[config.mk]
export PLATFORM = sky130hd
export DESIGN_NAME = gesture_seq_decoder
export DESIGN_NICKNAME = d
export VERILOG_FILES = /design/src/rtl/gesture_seq_decoder.sv
export SDC_FILE = /design/constraint.sdc
export NUM_CORES = 1
export LEC_CHECK = 0
export CELL_PAD_IN_SITES_DETAIL_PLACEMENT = 0
export CELL_PAD_IN_SITES_GLOBAL_PLACEMENT = 2
export CORE_MARGIN = 4
export CORE_UTILIZATION = 41
export CTS_BUF_LIST = sky130_fd_sc_hd__clkbuf_16
export DETAILED_ROUTE_END_ITERATION = 6
export GPL_TIMING_DRIVEN = 0
export PLACE_DENSITY = 0.9
export SLEW_MARGIN = 10
export SYNTH_ARGS = -nofsm -noshare
export SYNTH_HDL_FRONTEND = slang
export SYNTH_SLANG_ARGS = --single-unit
[constraint.sdc]
create_clock -name clk -period 7.3 [get_ports clk]
set_input_delay 1.46 -clock clk [delete_from_list [all_inputs] [get_ports clk]]
set_output_delay 1.46 -clock clk [all_outputs]
set_load 0.005 [all_outputs]
[src/rtl/gesture_seq_decoder.sv]
// Gesture sequence decoder: walks a chain of adjacent hand positions and closes it with word A/B, raising one event per sequence.
// Latency 1 from an accepted code to state_o/ev_*; in_ready drops while an event is pending or in ERROR. Optional GESTURE_TIMEOUT_EN adds an inactivity abandon.
module gesture_seq_decoder #(
    parameter int CODE_W  = 8,
    parameter int N_POS   = 5,
    parameter int SPLIT   = 3,
    parameter int TIMEOUT = 1000
) (
    input  logic              clk,
    input  logic              rst,
    input  logic              in_valid,
    input  logic [CODE_W-1:0] in_code,
    output logic              in_ready,
    input  logic              cfg_we,
    input  logic [3:0]        cfg_addr,
    input  logic [CODE_W-1:0] cfg_data,
    input  logic              err_clr,
    output logic [3:0]        state_o,
    output logic              ev_valid,
    input  logic              ev_ready,
    output logic [1:0]        ev_type,
    output logic [3:0]        ev_pos
);

    localparam int N_ENT = N_POS + 2;

    if (CODE_W < 4 || CODE_W > 16 || N_POS < 2 || N_POS > 14 ||
        SPLIT < 0 || SPLIT > N_POS || TIMEOUT < 1) begin : g_bad_params
        $error("gesture_seq_decoder: parameter out of range");
    end

    typedef enum logic [1:0] {S_IDLE, S_POS, S_ERR} mode_e;

    mode_e             mode_q;
    logic [3:0]        pos_q;
    logic              ev_valid_q;
    logic [1:0]        ev_type_q;
    logic [3:0]        ev_pos_q;
    logic [CODE_W-1:0] tbl_q [N_ENT];

    function automatic logic [CODE_W-1:0] tbl_default(input int idx);
        logic [15:0] v;
        case (idx)
            0:       v = 16'h0090;
            1:       v = 16'h00A4;
            2:       v = 16'h0082;
            3:       v = 16'h00C7;
            4:       v = 16'h00BA;
            5:       v = 16'h009E;
            6:       v = 16'h008D;
            default: v = 16'hFFFF;
        endcase
        return v[CODE_W-1:0];
    endfunction

    // Scan high to low so the lowest matching index is the one that sticks.
    logic       hit;
    logic [3:0] hit_idx;
    always_comb begin
        hit     = 1'b0;
        hit_idx = 4'd0;
        for (int i = N_ENT - 1; i >= 0; i--) begin
            if (tbl_q[i] == in_code) begin
                hit     = 1'b1;
                hit_idx = 4'(i);
            end
        end
    end

    logic is_pos, is_a, is_b, adj, accept;
    assign is_pos   = hit && (hit_idx < 4'(N_POS));
    assign is_a     = hit && (hit_idx == 4'(N_POS));
    assign is_b     = hit && (hit_idx == 4'(N_POS + 1));
    assign adj      = (hit_idx == pos_q) || (hit_idx == pos_q + 4'd1) ||
                      ((pos_q != 4'd0) && (hit_idx == pos_q - 4'd1));
    assign in_ready = !ev_valid_q && (mode_q != S_ERR);
    assign accept   = in_valid && in_ready;

    always_comb begin
        case (mode_q)
            S_IDLE:  state_o = 4'h0;
            S_POS:   state_o = pos_q + 4'd1;
            default: state_o = 4'hF;
        endcase
    end

    assign ev_valid = ev_valid_q;
    assign ev_type  = ev_type_q;
    assign ev_pos   = ev_pos_q;

`ifdef GESTURE_TIMEOUT_EN
    localparam int              CNT_W    = $clog2(TIMEOUT + 1);
    localparam logic [CNT_W-1:0] CNT_MAX  = CNT_W'(TIMEOUT);
    localparam logic [CNT_W-1:0] CNT_FIRE = CNT_W'(TIMEOUT - 1);
    logic [CNT_W-1:0] idle_cnt_q;
`endif

    always_ff @(posedge clk) begin
        if (rst) begin
            mode_q     <= S_IDLE;
            pos_q      <= 4'd0;
            ev_valid_q <= 1'b0;
            ev_type_q  <= 2'b00;
            ev_pos_q   <= 4'd0;
            for (int i = 0; i < N_ENT; i++) tbl_q[i] <= tbl_default(i);
`ifdef GESTURE_TIMEOUT_EN
            idle_cnt_q <= '0;
`endif
        end else begin
            // Writes land at the edge; this cycle's match already used the old entry.
            for (int i = 0; i < N_ENT; i++) begin
                if (cfg_we && cfg_addr == 4'(i)) tbl_q[i] <= cfg_data;
            end

            if (ev_valid_q && ev_ready) ev_valid_q <= 1'b0;

            if (accept) begin
`ifdef GESTURE_TIMEOUT_EN
                idle_cnt_q <= '0;
`endif
                if (mode_q == S_IDLE) begin
                    if (is_pos) begin
                        mode_q <= S_POS;
                        pos_q  <= hit_idx;
                    end
                end else if (is_pos && adj) begin
                    pos_q <= hit_idx;
                end else if (is_a && pos_q < 4'(SPLIT)) begin
                    mode_q     <= S_IDLE;
                    ev_valid_q <= 1'b1;
                    ev_type_q  <= 2'b01;
                    ev_pos_q   <= pos_q;
                end else if (is_b && pos_q >= 4'(SPLIT)) begin
                    mode_q     <= S_IDLE;
                    ev_valid_q <= 1'b1;
                    ev_type_q  <= 2'b10;
                    ev_pos_q   <= pos_q;
                end else begin
                    mode_q     <= S_ERR;
                    ev_valid_q <= 1'b1;
                    ev_type_q  <= 2'b11;
                    ev_pos_q   <= pos_q;
                end
            end else if (mode_q == S_ERR) begin
                if (err_clr) mode_q <= S_IDLE;
            end
`ifdef GESTURE_TIMEOUT_EN
            else if (mode_q == S_POS) begin
                // Counter parks at TIMEOUT while an event is pending, so the abandon fires once it drains.
                if (idle_cnt_q >= CNT_FIRE && !ev_valid_q) begin
                    mode_q     <= S_IDLE;
                    ev_valid_q <= 1'b1;
                    ev_type_q  <= 2'b00;
                    ev_pos_q   <= pos_q;
                end else if (idle_cnt_q < CNT_MAX) begin
                    idle_cnt_q <= idle_cnt_q + 1'b1;
                end
            end
`endif
        end
    end

endmodule

==> metrics.txt, run 1 <==
starting DRC count in detailed routing=199; first drt pass iteration count=4; sequential cell area fraction in the yosys report=50.6%; maximum buffer depth of the clock tree=2; Avg Synthesized Cell Area=10.9 sq um; worst clock skew=10.7 ps; FFs w/ async S/R, synth=0%; mapped cell area=3760 sq um; buffers inserted during post-CTS setup optimization=0; max cap viols=0; total count of max-transition violations in the final report=0; Tmin final=3790 ps; hold crit path type=flip-flop to flip-flop; logic gate share of total power=9.6%; HP Start=ev_pos[2]$_SDFFE_PP0P_; Sum Neg Setup Slack=0 ps; cell-internal power=0.751 mW; floorplan row count=34; met3 Track Usage GR=3.54%; clock latency on the worst-skew pair=320 ps; maximum number of pins on one net before global-route repair=14; global routing usage on met1=18.7%; cell type with the highest aggregate area in the netlist=sky130_fd_sc_hd__edfxtp_1; post-layout utilization of the core=50.9%; cell count after synthesis=345; register bit count reported by yosys=67; vias in the first global route=2606; post-DP HPWL=6590 um; worst slew pin tran=860 ps; Clock H-tree levels=3; post-route design area=4490 sq um; Yosys warnings=0; number of synthesized flops with an enable pin=56; synthesized net count=375; weighted congestion reported at the end of routability-driven placement=0.805; CP Class=primary input to flip-flop; setup repair after global routing missed its margin=no; die width=104 um; top achievable clock speed=264 MHz; leakage component of the power=1.60 nW; Initial Util=42.7%; die height=104 um; critical register-to-register path startpoint=tbl_q[0][37]$_SDFFCE_PN1P_; antenna violations before repair=0; wire length per cell=17.3 um; CTS clock-pin slew for the worst setup and hold paths=60 ps; net switching power=0.223 mW; headroom to the max-slew limit=42.6%; die outline area=10800 sq um; number of gates resized after cts=0; share of Yosys cell area claimed by the top area cell type=44.8%; critical path launch point=in_code[2]; via/cell ratio=5.20; kind of start point of the critical path=primary input; power per unit of standard cell area=217 nW/um^2; CP arrival=3990 ps; endpoint class of the critical path=flip-flop; global-route track usage on met2=30.5%; Critical Path RT=7490 ps; commonest non-fill, non-tap cell in the layout=sky130_fd_sc_hd__edfxtp_1; run status=finished clean; Hold Worst Slack=487 ps; Synth Flop Type=sky130_fd_sc_hd__edfxtp_1; clock sinks=67; count of buffers from port buffering=28; antenna diode count=0; Total Power Consumption=0.975 mW; top library cells by usage in the layout, fill and taps aside=56 x sky130_fd_sc_hd__edfxtp_1, 42 x sky130_fd_sc_hd__nor2_1, 35 x sky130_fd_sc_hd__xnor2_1; sum of routed wire length over all layers=8590 um; synth unique cells=50; clock tree from TritonCTS=built; Clock Tree Root=sky130_fd_sc_hd__clkbuf_16; wire length of the first global-routing pass=13600 um; Cell Area, Placed=4170 sq um; Peak VDD IR=0.111 mV; Worst Path Max Fanout=10; Top-Level Pins=38; proportion of total power due to net switching=22.9%; CTS buffer count=9; global routing usage summed across all routing layers=16.4%; Area Overhead vs Synth=19.4%; net count reported at finish=414; Clock Power Share=44.7%; Final ANT Viol Nets=0; final setup violating endpoints=0; share of final-layout standard cells stronger than drive strength 1=12.1%; Top Usage Layer GRT=met2; DRC violations left=0; final hold vios=0; hold buffers post-CTS=0; core region area=8810 sq um; overall via count from detail_route=2585; remaining global-route overflow=0; power share of the sequential group=45.7%; Period Utilization, post-route=52.0%; Area contributors post-synth=sky130_fd_sc_hd__edfxtp_1 45%, sky130_fd_sc_hd__xnor2_1 8.2%, sky130_fd_sc_hd__dfxtp_1 5.9%, sky130_fd_sc_hd__xor2_1 4.9%, sky130_fd_sc_hd__nor2_1 4.2%
[per-stage QoR]
| step | std cells | worst slack (ps) |
|---|---|---|
| 6_report | 497 | 3510 |
| 5_1_grt | 497 | 3290 |
| 4_1_cts | 497 | 3480 |
| 3_5_place_dp | 481 | 3140 |
| 3_3_place_gp | 481 | 3150 |
| 2_1_floorplan | 345 | 3550 |
[area by class of cell]
class                   instances  area, sq um
fillers                       787         4320
well taps                     108          135
repair buffers                 28          280
multi-input cells             243         1660
inverters                      15         56.3
flip-flops and latches         67         1900
clock buffers                  11          275
plain buffers                  20          143
clock inverters                 5         37.5
[cells in the mapped netlist (2+ instances only)]
cell and number:
sky130_fd_sc_hd__a21oi_1 4, sky130_fd_sc_hd__inv_1 15, sky130_fd_sc_hd__and2_4 2, sky130_fd_sc_hd__nand4_1 12, sky130_fd_sc_hd__nand2_1 32, sky130_fd_sc_hd__mux2i_1 5, sky130_fd_sc_hd__ha_1 4, sky130_fd_sc_hd__xnor2_1 35
sky130_fd_sc_hd__a211oi_1 2, sky130_fd_sc_hd__xor2_1 21, sky130_fd_sc_hd__a31oi_1 2, sky130_fd_sc_hd__o21ai_0 2, sky130_fd_sc_hd__nor3b_1 3, sky130_fd_sc_hd__or3_1 8, sky130_fd_sc_hd__nor2_2 3, sky130_fd_sc_hd__dfxtp_1 11
sky130_fd_sc_hd__o2111ai_1 3, sky130_fd_sc_hd__xor2_2 3, sky130_fd_sc_hd__a21o_1 4, sky130_fd_sc_hd__nor3_1 2, sky130_fd_sc_hd__edfxtp_1 56, sky130_fd_sc_hd__nand3b_1 7, sky130_fd_sc_hd__nor4_2 4, sky130_fd_sc_hd__clkbuf_1 10
sky130_fd_sc_hd__nand3_1 4, sky130_fd_sc_hd__and2_1 2, sky130_fd_sc_hd__a311oi_1 3, sky130_fd_sc_hd__nand2b_1 7, sky130_fd_sc_hd__o211a_1 2, sky130_fd_sc_hd__and3_1 3, sky130_fd_sc_hd__nor2_1 42, sky130_fd_sc_hd__buf_6 8
sky130_fd_sc_hd__nor4_1 2, sky130_fd_sc_hd__or2_2 4, sky130_fd_sc_hd__nor2b_1 2, sky130_fd_sc_hd__buf_4 2
[worst paths after layout]
| check | cells past startpoint | slack (ps) | end |
|---|---|---|---|
| hold / removal | 2 | 490 | ev_pos[2]$_SDFFE_PP0P_ |
| hold reg to reg | 2 | 490 | ev_pos[2]$_SDFFE_PP0P_ |
| setup reg to reg | 11 | 4410 | ev_pos[1]$_SDFFE_PP0P_ |
| setup / recovery | 12 | 3510 | ev_pos[1]$_SDFFE_PP0P_ |
[metal layers]
| metal | vias to the layer above | share of wire (%) |
|---|---|---|
| li1 | 1276 | - |
| met1 | 1223 | 40 |
| met2 | 75 | 52 |
| met3 | 11 | 5.6 |
| met4 | 0 | 1.6 |
| met5 | - | 0 |
[critical path: stages]
cell and delay, ps:
sky130_fd_sc_hd__buf_4 160, sky130_fd_sc_hd__xor2_1 170, sky130_fd_sc_hd__nor4_2 360, sky130_fd_sc_hd__nand2_1 230
sky130_fd_sc_hd__a311oi_1 360, sky130_fd_sc_hd__nor2_2 130, sky130_fd_sc_hd__xnor2_1 180, sky130_fd_sc_hd__a311o_1 340
sky130_fd_sc_hd__o21ai_2 170, sky130_fd_sc_hd__buf_6 170, sky130_fd_sc_hd__mux2i_1 200, sky130_fd_sc_hd__nor2_1 50
[kinds of logic after synthesis]
family	Yosys count	synth area share [%]
AND/OR/NAND/NOR	142	20.2
flip-flops	67	50.6
buffers and inverters	35	5.29
multiplexers	6	1.63
adder cells (fa/ha/maj)	4	1.33
AO/OA/AOI/OAI	31	6.49
other	1	0.0998
XOR/XNOR	59	14.4
[power groups by stage]
stage | combinational (mW) | clock [mW] | sequential [mW]
after global routing | 0.104 | 0.460 | 0.447
after floorplan | 0.0647 | 0 | 0.451
after CTS | 0.0949 | 0.437 | 0.446
final | 0.0937 | 0.436 | 0.445
after detailed placement | 0.0944 | 0 | 0.454
after global placement | 0.0928 | 0 | 0.453
[sequential cells by signal (all words and copies together), names as in the netlist]
| signal | flops |
|---|---|
| ev_pos | 3 |
| ev_type | 2 |
| ev_valid | 1 |
| mode_q | 2 |
| pos_q | 3 |
| tbl_q | 56 |
(Power assumes the default switching activity.)
==> run 2, diff against run 1 <==
--- a/config.mk
+++ b/config.mk
@@ -8,11 +8,11 @@
 export CELL_PAD_IN_SITES_DETAIL_PLACEMENT = 0
 export CELL_PAD_IN_SITES_GLOBAL_PLACEMENT = 2
 export CORE_MARGIN = 4
-export CORE_UTILIZATION = 41
+export CORE_UTILIZATION = 34
 export CTS_BUF_LIST = sky130_fd_sc_hd__clkbuf_16
 export DETAILED_ROUTE_END_ITERATION = 6
 export GPL_TIMING_DRIVEN = 0
-export PLACE_DENSITY = 0.9
+export PLACE_DENSITY = 0.8
 export SLEW_MARGIN = 10
 export SYNTH_ARGS = -nofsm -noshare
 export SYNTH_HDL_FRONTEND = slang
==> constraint.sdc (replaced) <==
create_clock -name clk -period 3.1 [get_ports clk]
set_input_delay 0.62 -clock clk [delete_from_list [all_inputs] [get_ports clk]]
set_output_delay 0.62 -clock clk [all_outputs]
set_load 0.005 [all_outputs]
==> run 2 against run 1 <==
Clock-buffer cell count is 2 lower. Routed wire length up 6.1%. Register-to-register slack got worse by 4100 ps. Cell area increased by 1.9%. Sequential share of layout area decreased by 0.80 points. Critical path type unchanged.
==> metrics.txt, run 2 (synthesis gave the netlist of run 1 again) <==
worst reg2reg setup slack=320 ps (-4090 ps); vias in the first global route=2670 (+2.5%); die outline area=12800 sq um (+19%); DRC violations left=0 (unchanged); Critical Path RT=3300 ps (-4190 ps); first drt pass iteration count=4 (unchanged); number of cells on the worst reg-to-reg path=11 (unchanged); capture point of the worst reg-to-reg path=ev_pos[0]$_SDFFE_PP0P_; Top-Level Pins=38 (unchanged); worst clock skew=4.17 ps (-6.51 ps); total count of max-transition violations in the final report=0 (unchanged); CP arrival=3010 ps (-980 ps); Peak VDD IR=0.345 mV (+210%); antenna violations before repair=0 (unchanged); Worst Path Max Fanout=10 (unchanged); core region area=10800 sq um (+23%); Area Overhead vs Synth=21.7%; critical path buffer and inverter count=2 (unchanged); family with the most delay on the worst path=compound AO/OA/AOI/OAI gates; commonest non-fill, non-tap cell in the layout=sky130_fd_sc_hd__edfxtp_1; maximum buffer depth of the clock tree=2 (unchanged); maximum number of pins on one net before global-route repair=12 (-2); register with the highest flop count=tbl_q; leakage component of the power=1.61 nW (+0.58%); final setup violating endpoints=0 (unchanged); power per unit of standard cell area=528 nW/um^2 (+140%); Final ANT Viol Nets=0 (unchanged); clock latency on the worst-skew pair=330 ps (about the same); antenna diode count=0 (unchanged); Placed Cells incl. Taps=513 (+6.7%); floorplan row count=38 (+12%); post-DP HPWL=6620 um (+0.54%); top library cells by usage in the layout, fill and taps aside=56 x sky130_fd_sc_hd__edfxtp_1, 42 x sky130_fd_sc_hd__nor2_1, 35 x sky130_fd_sc_hd__xnor2_1; CP Class=primary input to flip-flop; final instance count without filler cells=529 (+6.4%); critical register-to-register path startpoint=tbl_q[0][36]$_SDFFCE_PN1P_; headroom to the max-slew limit=23.8% (-19 points); wire length of the first global-routing pass=14400 um (+5.3%); CTS clock-pin slew for the worst setup and hold paths=50 ps (about the same); library cell contributing the largest single delay on the critical path=sky130_fd_sc_hd__nor4_2; count of buffers from port buffering=28 (unchanged); overall via count from detail_route=2601 (+0.62%); endpoint class of the critical path=flip-flop; net count reported at finish=414 (unchanged); Tmin final=2810 ps; hold buffers post-CTS=0 (unchanged); Min-Delay Endpoint=ev_pos[2]$_SDFFE_PP0P_; worst slew pin tran=1130 ps (+272 ps); HP Start=ev_pos[2]$_SDFFE_PP0P_; max cap viols=0 (unchanged); setup repair after global routing missed its margin=no; kind of start point of the critical path=primary input; starting DRC count in detailed routing=193 (-3.0%); remaining global-route overflow=0 (unchanged); clock tree from TritonCTS=built; run status=finished clean; die height=113 um (+9.1%); Initial Util=34.7% (-8.0 points); clock sinks=67 (unchanged); flip-flop count of the largest register after layout=56 (unchanged); die width=113 um (+9.1%); CTS buffer count=9 (unchanged); post-layout utilization of the core=42.2% (-8.8 points); Clock Tree Root=sky130_fd_sc_hd__clkbuf_16; Most common cell on crit path=sky130_fd_sc_hd__buf_6; number of stages on the worst hold path=2 (unchanged); hold crit path type=flip-flop to flip-flop; weighted congestion reported at the end of routability-driven placement=0.771 (-4.1%); cell-by-cell trace of the critical path=buf_6 > xor2_1 > nor4_2 > nand2_2 > a311oi_2 > nor2_2 > xnor2_1 > a311o_1 > o21ai_2 > buf_6 > mux2i_1 > nor2_1; wire length per cell=17.2 um (-0.32%); Crit path largest cell delay=400 ps (+40 ps); final hold vios=0 (unchanged); Sum Neg Setup Slack=0 ps (unchanged); top achievable clock speed=356 MHz; sum of routed wire length over all layers=9110 um (+6.1%); Total Power Consumption=2.41 mW (+150%); global routing usage summed across all routing layers=14.9% (-1.5 points); via/cell ratio=4.92 (-5.5%); Period Utilization, post-route=90.6%; share of final-layout standard cells stronger than drive strength 1=12.3% (+0.26 points); Clock H-tree levels=3 (unchanged)
[run 2: cell count changes in the layout (fill, tap and decap cells not counted), sizes merged]
cell    change
bufinv      +3
inv         -3
clkbuf      -2
clkinv      +2
[run 2: report_power, final]
group	switching (mW)	internal, mW
clock	0.361	0.775
combinational	0.130	0.100
sequential	0.0215	1.03
total	0.513	1.90
[run 2: how the worst max path moves through the flow]
stage	startpoint	end	slack (ps)	cells past startpoint
after CTS	in_code[3]	ev_pos[0]$_SDFFE_PP0P_	90	12
final	in_code[4]	ev_pos[0]$_SDFFE_PP0P_	290	12
after floorplan	in_code[2]	ev_pos[2]$_SDFFE_PP0P_	190	12
after detailed placement	in_code[3]	ev_pos[0]$_SDFFE_PP0P_	-270	12
after global routing	in_code[7]	ev_pos[0]$_SDFFE_PP0P_	50	12
after global placement	in_code[3]	ev_pos[0]$_SDFFE_PP0P_	-250	12
[run 2: tightest hold or removal path, delay by kind of cell (launching register included)]
family | cells | cell delay (ps)
and+or+nand+nor | 1 | 70
muxes | 1 | 60
DFF | 1 | 320
[run 2: stage by stage]
| step | hold slack (ps) | area [sq um] | setup slack [ps] |
|---|---|---|---|
| floorplan | 485 | 3760 | 195 |
| global placement | 483 | 4210 | -245 |
| detailed placement | 489 | 4210 | -268 |
| CTS | 502 | 4540 | 88.0 |
| global route | 526 | 4570 | 45.4 |
| finish | 493 | 4570 | 291 |
[run 2: area by class of cell]
class / count / area (sq um)
Sequential cell: 67 / 1900
Fill cell: 1054 / 6270
Timing Repair Buffer: 28 / 280
Tap cell: 140 / 175
Buffer: 20 / 143
Clock inverter: 7 / 106
Inverter: 15 / 56.3
Multi-Input combinational cell: 243 / 1680
Clock buffer: 9 / 225
[run 2: layer usage]
layer  vias up  share of wire (%)  global-route usage (%)
met4         0                2.9                    7.45
met5         -                  0                       0
li1       1289                  -                       -
met2        65                 49                    25.1
met3        18                4.3                    2.57
met1      1229                 44                    18.5
[run 2: repair_timing]
item | in CTS | in global routing
endpoints found under the setup margin | 0 | 7
buffers inserted | 0 | 0
resized for setup | 0 | 5
